--- config.mk ---
export PLATFORM = sky130hd
export DESIGN_NAME = if_id_stage_reg
export DESIGN_NICKNAME = d
export VERILOG_FILES = /design/src/rtl/if_id_stage_reg.sv
export SDC_FILE = /design/constraint.sdc
export NUM_CORES = 1
export LEC_CHECK = 0
export ABC_AREA = 1
export CAP_MARGIN = 20
export CORE_ASPECT_RATIO = 2
export CORE_UTILIZATION = 34
export CTS_BUF_LIST = sky130_fd_sc_hd__clkbuf_8
export CTS_CLUSTER_DIAMETER = 30
export DETAILED_ROUTE_END_ITERATION = 7
export PLACE_DENSITY = 0.7
export SYNTH_ARGS = -nofsm -noshare
export SYNTH_HDL_FRONTEND = slang
export SYNTH_SLANG_ARGS = --single-unit
--- constraint.sdc ---
create_clock -name clk -period 2.6 [get_ports clk]
set_input_delay 0.52 -clock clk [delete_from_list [all_inputs] [get_ports clk]]
set_output_delay 0.52 -clock clk [all_outputs]
set_load 0.1 [all_outputs]
--- src/rtl/if_id_stage_reg.sv ---
// IF/ID pipeline register for LANES fetch slots: load, bubble, hold and flush under the global
// stall vector, with NOP substitution on empty lanes, a saturating bubble counter and a hold watchdog.
module if_id_stage_reg #(
    parameter int                LANES    = 1,
    parameter int                ADDR_W   = 32,
    parameter int                INST_W   = 32,
    parameter int                STALL_W  = 6,
    parameter int                STAGE    = 1,
    parameter logic [INST_W-1:0] NOP_INST = '0,
    parameter int                CNT_W    = 16,
    parameter int                TIMEOUT  = 255
) (
    input  logic                      clk,
    input  logic                      rst,
    input  logic [STALL_W-1:0]        stall,
    input  logic                      flush,
    input  logic [LANES*ADDR_W-1:0]   if_pc,
    input  logic [LANES*INST_W-1:0]   if_inst,
    input  logic [LANES-1:0]          if_valid,
    output logic [LANES*ADDR_W-1:0]   id_pc,
    output logic [LANES*INST_W-1:0]   id_inst,
    output logic [LANES-1:0]          id_valid,
    output logic [CNT_W-1:0]          bubble_cnt,
    output logic                      stall_timeout
);

    localparam int                HOLD_W   = $clog2(TIMEOUT + 2);
    localparam logic [HOLD_W-1:0] HOLD_MAX = HOLD_W'(TIMEOUT + 1);
    localparam logic [HOLD_W-1:0] HOLD_LIM = HOLD_W'(TIMEOUT);
    localparam logic [CNT_W-1:0]  CNT_MAX  = '1;

    typedef enum logic [2:0] {
        OP_RESET,
        OP_FLUSH,
        OP_BUBBLE,
        OP_LOAD,
        OP_HOLD
    } op_t;

    function automatic logic [CNT_W-1:0] sat_inc_cnt(input logic [CNT_W-1:0] v);
        return (v == CNT_MAX) ? v : v + 1'b1;
    endfunction

    function automatic logic [HOLD_W-1:0] sat_inc_hold(input logic [HOLD_W-1:0] v);
        return (v == HOLD_MAX) ? v : v + 1'b1;
    endfunction

    op_t                      op;
    logic                     stall_here;
    logic                     stall_next;
    logic [LANES*ADDR_W-1:0]  pc_p1;
    logic [LANES*INST_W-1:0]  inst_p1;
    logic [LANES-1:0]         vld_p1;
    logic [CNT_W-1:0]         bubble_cnt_p1;
    logic [HOLD_W-1:0]        hold_cnt_p1;
    logic                     timeout_p1;
    logic                     unused_stall_bits;

    assign stall_here        = stall[STAGE];
    assign stall_next        = stall[STAGE+1];
    assign unused_stall_bits = ^stall;

    // First matching condition wins; flush outranks every stall combination.
    always_comb begin
        op = OP_HOLD;
        if (rst)
            op = OP_RESET;
        else if (flush)
            op = OP_FLUSH;
        else if (stall_here && !stall_next)
            op = OP_BUBBLE;
        else if (!stall_here)
            op = OP_LOAD;
        else
            op = OP_HOLD;
    end

    // ---- IF -> ID boundary ----
    always_ff @(posedge clk) begin
        unique case (op)
            OP_RESET, OP_FLUSH, OP_BUBBLE: begin
                pc_p1   <= '0;
                inst_p1 <= {LANES{NOP_INST}};
                vld_p1  <= '0;
            end
            OP_LOAD: begin
                for (int i = 0; i < LANES; i++) begin
                    if (if_valid[i]) begin
                        pc_p1[i*ADDR_W +: ADDR_W]   <= if_pc[i*ADDR_W +: ADDR_W];
                        inst_p1[i*INST_W +: INST_W] <= if_inst[i*INST_W +: INST_W];
                    end else begin
                        pc_p1[i*ADDR_W +: ADDR_W]   <= '0;
                        inst_p1[i*INST_W +: INST_W] <= NOP_INST;
                    end
                end
                vld_p1 <= if_valid;
            end
            default: begin
                pc_p1   <= pc_p1;
                inst_p1 <= inst_p1;
                vld_p1  <= vld_p1;
            end
        endcase
    end

    always_ff @(posedge clk) begin
        if (op == OP_RESET)
            bubble_cnt_p1 <= '0;
        else if (op == OP_BUBBLE)
            bubble_cnt_p1 <= sat_inc_cnt(bubble_cnt_p1);

        // Watchdog fires on the edge after the count has passed TIMEOUT.
        if (op == OP_HOLD) begin
            hold_cnt_p1 <= sat_inc_hold(hold_cnt_p1);
            timeout_p1  <= (hold_cnt_p1 > HOLD_LIM);
        end else begin
            hold_cnt_p1 <= '0;
            timeout_p1  <= 1'b0;
        end
    end

    assign id_pc         = pc_p1;
    assign id_inst       = inst_p1;
    assign id_valid      = vld_p1;
    assign bubble_cnt    = bubble_cnt_p1;
    assign stall_timeout = timeout_p1;

endmodule

After elaboration in Yosys (flattened, before gate mapping)
Cells that the tools add are included.

storage, ports and cells
  register bits after elaboration = 91
  bits in latches = 0
  memory bits (writable) = 0
  ROM bits = 0
  bits of input ports = 74
  output and inout bits = 82
  word-level logic and storage cells = 31
  memories = 0

cells by class
  $add $sub $neg = 2
  multipliers = 0
  divide/modulo/power cells = 0
  magnitude comparators = 1
  equal/unequal tests = 6
  shift-type cells = 0
  muxes and demuxes = 9
  bitwise logic cells = 1
  reductions and logical operators = 6

operators by type and width
  cell                                                 count
  case mux 32 bit (2 select lines)                     2
  two-way mux 32 bit                                   2
  adder 16 x 1 -> 16 bit, second input constant        1
  equality test 16 bit, second input constant          1
  two-way mux 3 bit                                    4
  adder 9 x 1 -> 9 bit, second input constant          1
  equality test 9 bit, second input constant           1
  > comparator 9 x 8 -> 1 bit, second input constant   1
  equality test 3 x 2 -> 1 bit, second input constant  2
  equality test 3 x 1 -> 1 bit, second input constant  1
  equality test 3 bit, second input constant           1
  zero test 3 bit                                      1
  OR reduction 3 bit                                   1
  case mux 1 bit (2 select lines)                      1
  AND reduction 2 bit                                  1
  nonzero test 2 bit                                   1
  logical AND 1 bit                                    1
  zero test 1 bit                                      1
  NOT 1 bit                                            1

Depth between registers and ports, before layout
Gate-level depths: netlist of run 1.

  depth in word-level cells = 8
  mapped depth = 9

Worst setup path before layout of run 1
No wires, ideal clock.

  path kind = input to register
  from = input rst
  to = register inst_p1[0] (netlist: id_inst[0]), enable pin
  arrival time = 2011 ps
  required time = 2180 ps
  setup slack = 169 ps
  stages = 4
  path through = inv_2 nand2_4 nor3_4 inv_1

between the ends
  longest elaborated chain between the ends = 4
  elaborated cells on any way between the ends = 7

RTL lines
  element                                               line  text
  start, declared                                       14    input logic rst,
  two-way mux 3 bit *                                   66    if (rst)
  equality test 3 x 2 -> 1 bit (tied with other cells)  80    unique case (op)
  OR reduction 3 bit                                    80
  nonzero test 2 bit (no line) *                        -
  end signal, assigned                                  83    inst_p1 <= {LANES{NOP_INST}};
  end signal, assigned by index                         90    inst_p1[i*INST_W +: INST_W] <= if_inst[i*INST_W +: INST_W];
  end signal, assigned                                  100   inst_p1 <= inst_p1;
  end, declared                                         52    logic [LANES*INST_W-1:0] inst_p1;

Every way passes the cells marked *; elsewhere a longest branch is shown, timed or not.
A chain may end at the register's enable or synchronous reset.

Worst setup path after layout of run 1
  from = register bubble_cnt_p1[3] (netlist: bubble_cnt[3])
  to = output bubble_cnt[3]

RTL lines
  element                 line  text
  start, declared         54    logic [CNT_W-1:0] bubble_cnt_p1;
  start signal, assigned  110   bubble_cnt_p1 <= sat_inc_cnt(bubble_cnt_p1);
  end, declared           23    output logic [CNT_W-1:0] bubble_cnt,

No word-level cell between the ends.

==> results.sh, run 1 <==
export IMPL_status="finished, final reports clean"
export IMPL_seq_area_frac_synth_pct=62.3
export IMPL_crit_slowest_cell="dfxtp_1"
export IMPL_report_final_hold_viol_count=0
export IMPL_slowest_delay_ns=0.48
export IMPL_cts_setup_buffers=0
export IMPL_worst_clock_skew_ns=0.00474
export IMPL_die_width_microns=78.4
export IMPL_vdd_ir_drop_max_mv=0.285
export IMPL_clock_root_buffer="clkbuf_8"
export IMPL_swShare_pct=28.7
export IMPL_gp_congestion=0.914
export IMPL_synth_edf_count=65
export IMPL_rows=55
export IMPL_max_cap_viol_count=0
export IMPL_cts_hold_buf=0
export IMPL_yosysTopAreaCell="edfxtp_1"
export IMPL_io_buffers=151
export IMPL_grt_util_all_layers_pct=15.4
export IMPL_max_freq_ghz=0.590
export IMPL_ys_warn_count=0
export IMPL_setup_violations_final=0
export IMPL_syn_to_final_growth_pct=43.2
export IMPL_clkTransAtPathRegs_ns=0.08
export IMPL_critPathKind="flip-flop to primary output"
export IMPL_die_h_microns=155
export IMPL_power_leakage_nw=2.73
export IMPL_cp_top_family="flip-flops"
export IMPL_p_sw_mw=0.923
export IMPL_wl_per_cell_microns=12.3
export IMPL_dr_pass1_iters=4
export IMPL_core_region_area_sq_um=11400
export IMPL_dpl_cell_count=719
export IMPL_rsz0062_at_grt="false"
export IMPL_hold_class="flip-flop to flip-flop"
export IMPL_syn_inst=430
export IMPL_drive_gt1_share_pct=21.2
export IMPL_p_per_area_nw_per_um2=566
export IMPL_finalWirelength_microns=9040
export IMPL_combPwrFrac_pct=17.9
export IMPL_worstMarginPinSlew_ns=0.294
export IMPL_dp_hpwl_microns=6810
export IMPL_crit_fanout=6
export IMPL_ys_types=28
export IMPL_synth_area_top_cells="edfxtp_1 (49%), dfxtp_1 (13%), nor2_1 (10%)"
export IMPL_p_clk_share_pct=32.4
export IMPL_insertion_delay_ns=0.35
export IMPL_total_power_mw=3.22
export IMPL_grt_pass1_vias=3081
export IMPL_layout_min_cycle_time_ns=1.69
export IMPL_layout_nets=666
export IMPL_worstPathRequired_ns=2.08
export IMPL_cp_buffers_inverters=1
export IMPL_startpoint_type="flip-flop"
export IMPL_clkSinkCount=91
export IMPL_vias_per_cell=4.29
export IMPL_final_cell_mix="nor2_1 (111), inv_1 (92), buf_4 (85), clkdlybuf4s50_1 (69), edfxtp_1 (65)"
export IMPL_dieArea_sq_um=12100
export IMPL_end_kind="primary output"
export IMPL_vias=3151
export IMPL_fin_crit_sh_pct=65.2
export IMPL_io_pins=156
export IMPL_drt_iter0_drc=158
export IMPL_htreeDepth=3
export IMPL_fin_cells=735
export IMPL_async_flop_share_pct=0
export IMPL_syn_area_sq_um=3970
export IMPL_synth_nets=508
export IMPL_drc=0
export IMPL_synth_top_area_share_pct=49.1
export IMPL_antenna_cells=0
export IMPL_tritoncts="built"
export IMPL_grt_ovfl_total=0
export IMPL_p_int_mw=2.30
export IMPL_grt_start_max_net_pins=63
export IMPL_tns_ns=0
export IMPL_worst_ep_arrival_time_ns=1.17
export IMPL_final_common_cell="nor2_1"
export IMPL_antenna_found_initial=0
export IMPL_initial_core_util_pct=35.0
export IMPL_grt_pass1_wl_microns=14300
export IMPL_max_slew_margin_pct=80.6
export IMPL_slew_violations=0
export IMPL_ys_seq_elements=91
export IMPL_synthFlopType="edfxtp_1"
export IMPL_ctsResizeCount=0
export IMPL_postRouteAntennaNets=0
export IMPL_pwr_share_seq_pct=49.7
export IMPL_postSynthAreaPerCell_sq_um=9.24
export IMPL_numCtsBuffers=9
export IMPL_path_cells="buf_4"
export IMPL_clk_path_buf_depth=2
[area by class of cell]
cell class              count  area, sq um
inverters                  97          364
clock buffers               9          124
multi-input cells         233         1090
flip-flops and latches     91         2470
repair buffers            156         1370
clock inverters             7         91.3
fillers                  1095         5670
well taps                 142          178
[kinds of logic after synthesis]
family,after synthesis,share of synthesized area (%)
and+or+nand+nor,201,22.4
buffers and inverters,106,10.4
DFF,91,62.3
AOI/OAI and AO/OA,27,3.47
adders and majority gates,4,1.26
xor gates and xnor gates,1,0.221
[synth_stat cells (6+ instances only)]
master    count
a21oi_1      17
buf_2         7
dfxtp_1      26
edfxtp_1     65
inv_1        92
nand2_1      47
nand2_2       6
nand3_1      19
nor2_1      111
o21ai_0       9
[registers in the layout (all words and copies together) (netlist names)]
name / flops
bubble_cnt: 16
hold_cnt_p1: 9
id_inst: 32
id_pc: 32
id_valid: 1
stall_timeout: 1
[path summary, 6_finish.rpt]
| check | from | to | slack (ns) | cells after the start |
|---|---|---|---|---|
| setup / recovery | bubble_cnt[3] | bubble_cnt[3] | 0.91 | 1 |
| hold / removal | hold_cnt_p1[5] | hold_cnt_p1[5] | 0.50 | 1 |
| setup reg to reg | bubble_cnt[0] | bubble_cnt[1] | 1.05 | 8 |
| hold reg to reg | hold_cnt_p1[5] | hold_cnt_p1[5] | 0.50 | 1 |
[per-stage QoR]
stage / util [%] / setup slack (ns) / hold WS (ns) / instance area, sq um
3_5_place_dp: 48.2 / 0.590 / 0.484 / 5470
4_1_cts: 50.1 / 0.882 / 0.500 / 5690
2_1_floorplan: - / 0.169 / 0.451 / 3970
6_report: 50.1 / 0.905 / 0.499 / 5690
5_1_grt: 50.1 / 0.828 / 0.520 / 5690
3_3_place_gp: 48.2 / 0.630 / 0.466 / 5470
[worst reg2reg max path, cell delays in order (launching register included)]
cell and delay (ns):
dfxtp_1 0.40, ha_1 0.24, nand2_2 0.08, nor2_4 0.14, nand3_1 0.14, nor2_1 0.22, nor2_1 0.10, nor2_1 0.10
nor2_1 0.05
[power groups by stage]
stage,logic (mW),registers [mW],clock network [mW]
finish,0.576,1.60,1.04
global route,0.601,1.61,1.14
CTS,0.580,1.60,1.08
floorplan,0.0605,1.96,0
detailed placement,0.579,1.64,0
global placement,0.575,1.63,0
[per-layer routing]
| metal | vias to the layer above | track usage [%] | wire length (microns) |
|---|---|---|---|
| li1 | 1638 | - | - |
| met2 | 104 | 29.3 | 4960 |
| met5 | - | 0 | 0 |
| met3 | 16 | 4.25 | 568 |
| met4 | 0 | 6.97 | 232 |
| met1 | 1393 | 14.9 | 3280 |
(Power assumes the default switching activity.)
==> run 2, diff against run 1 <==
- clock period: 2.6 -> 1.58 ns (I/O delays scaled with it)
==> results.sh, run 2 (synthesized netlist as in run 1, its figures left out) <==
export IMPL_total_power_mw=5.37
export IMPL_max_cap_viol_count=0
export IMPL_clock_root_buffer="clkbuf_8"
export IMPL_fin_crit_sh_pct=94.4
export IMPL_crit_slowest_cell="clkdlybuf4s50_1"
export IMPL_end_kind="flip-flop"
export IMPL_report_final_hold_viol_count=0
export IMPL_die_width_microns=78.4
export IMPL_antenna_cells=0
export IMPL_worst_ep_arrival_time_ns=1.58
export IMPL_die_h_microns=155
export IMPL_grt_ovfl_total=0
export IMPL_tritoncts="built"
export IMPL_slew_violations=0
export IMPL_gp_congestion=0.866
export IMPL_worst_clock_skew_ns=0.00900
export IMPL_crit_fanout=50
export IMPL_dieArea_sq_um=12100
export IMPL_drive_gt1_share_pct=25.4
export IMPL_max_slew_margin_pct=82.5
export IMPL_setup_ws_ns=0.0888
export IMPL_clkSinkCount=91
export IMPL_grt_util_all_layers_pct=16.8
export IMPL_layout_min_cycle_time_ns=1.49
export IMPL_status="finished, final reports clean"
export IMPL_syn_to_final_growth_pct=71.7
export IMPL_dr_pass1_iters=4
export IMPL_vdd_ir_drop_max_mv=0.393
export IMPL_critPathKind="input port to flip-flop"
export IMPL_fin_cells=741
export IMPL_setup_violations_final=0
export IMPL_startpoint_type="input port"
export IMPL_grt_pass1_wl_microns=15400
export IMPL_io_buffers=151
export IMPL_hold_class="flip-flop to flip-flop"
export IMPL_finalWirelength_microns=9910
export IMPL_drt_iter0_drc=83
export IMPL_rsz0062_at_grt="false"
export IMPL_core_region_area_sq_um=11400
export IMPL_post_place_ws_ns=-0.285
export IMPL_layout_nets=672
export IMPL_drc=0
export IMPL_io_pins=156
export IMPL_vias=3235
export IMPL_rows=55
export IMPL_worstPathRequired_ns=1.67
export IMPL_final_cell_mix="nor2_1 (110), inv_1 (91), buf_12 (84), clkdlybuf4s50_1 (69), edfxtp_1 (65)"
export IMPL_insertion_delay_ns=0.35
export IMPL_wl_per_cell_microns=13.4
export IMPL_power_leakage_nw=3.00
export IMPL_hold_slack_ns=0.497
export IMPL_numCtsBuffers=9
export IMPL_postRouteAntennaNets=0
export IMPL_final_common_cell="nor2_1"
export IMPL_dpl_cell_count=725
export IMPL_grt_pass1_vias=3276
export IMPL_cts_hold_buf=0
export IMPL_clk_path_buf_depth=2
export IMPL_worstMarginPinSlew_ns=0.261
export IMPL_path_cells="clkdlybuf4s50_1 > inv_8 > nand2_8 > nor3_4 > clkinvlp_4 > buf_12"
export IMPL_max_freq_ghz=0.671
export IMPL_htreeDepth=3
export IMPL_p_per_area_nw_per_um2=788
export IMPL_vias_per_cell=4.37
export IMPL_slowest_delay_ns=0.51
export IMPL_antenna_found_initial=0
export IMPL_dp_hpwl_microns=7900
export IMPL_grt_start_max_net_pins=51
export IMPL_initial_core_util_pct=35.0
export IMPL_clkTransAtPathRegs_ns=0.09
==> run 2: path summary, 6_finish.rpt <==
check,startpoint,to,slack (ns),cells after the start
setup / recovery,flush,id_pc[26],0.09,6
hold / removal,hold_cnt_p1[2],hold_cnt_p1[2],0.50,2
setup reg to reg,bubble_cnt[0],bubble_cnt[1],0.10,8
hold reg to reg,hold_cnt_p1[2],hold_cnt_p1[2],0.50,2
==> run 2: cell type report <==
class	count	area, sq um
clock buffers	9	124
clock inverters	7	67.6
fillers	938	4540
inverters	97	392
multi-input cells	233	1110
flip-flops and latches	91	2500
well taps	142	178
repair buffers	162	2440
==> run 2: per-stage QoR <==
step                setup TNS (ns)  instance area, sq um  util (%)
finish                           0                  6820      60.1
global route                     0                  6820      60.1
CTS                              0                  6810      60.0
detailed placement          -35.68                  6620      58.3
global placement            -31.68                  6620      58.3
floorplan                   -36.16                  4050         -
==> run 2: per-layer routing <==
layer	track usage, %	wire length (microns)
met1	14.9	3300
met2	32.6	5740
met3	4.19	536
met4	10.1	339
met5	0	0
==> run 2: what timing repair did <==
action / CTS / global route
endpoints found under the hold margin: 0 / 0
resized for setup: 0 / 3
endpoints found under the setup margin: 0 / 3
buffers inserted: 0 / 0
==> run 2: worst max-delay path, delay by kind of cell <==
| kind | cells | cell delay [ns] |
|---|---|---|
| buffers and inverters | 4 | 0.97 |
| AND/OR/NAND/NOR | 2 | 0.27 |
==> run 2: power breakdown <==
group / total, mW / switching [mW] / internal (mW)
logic: 1.15 / 0.689 / 0.466
registers: 2.67 / 0.0639 / 2.61
clock network: 1.54 / 0.818 / 0.727
total: 5.37 / 1.57 / 3.80
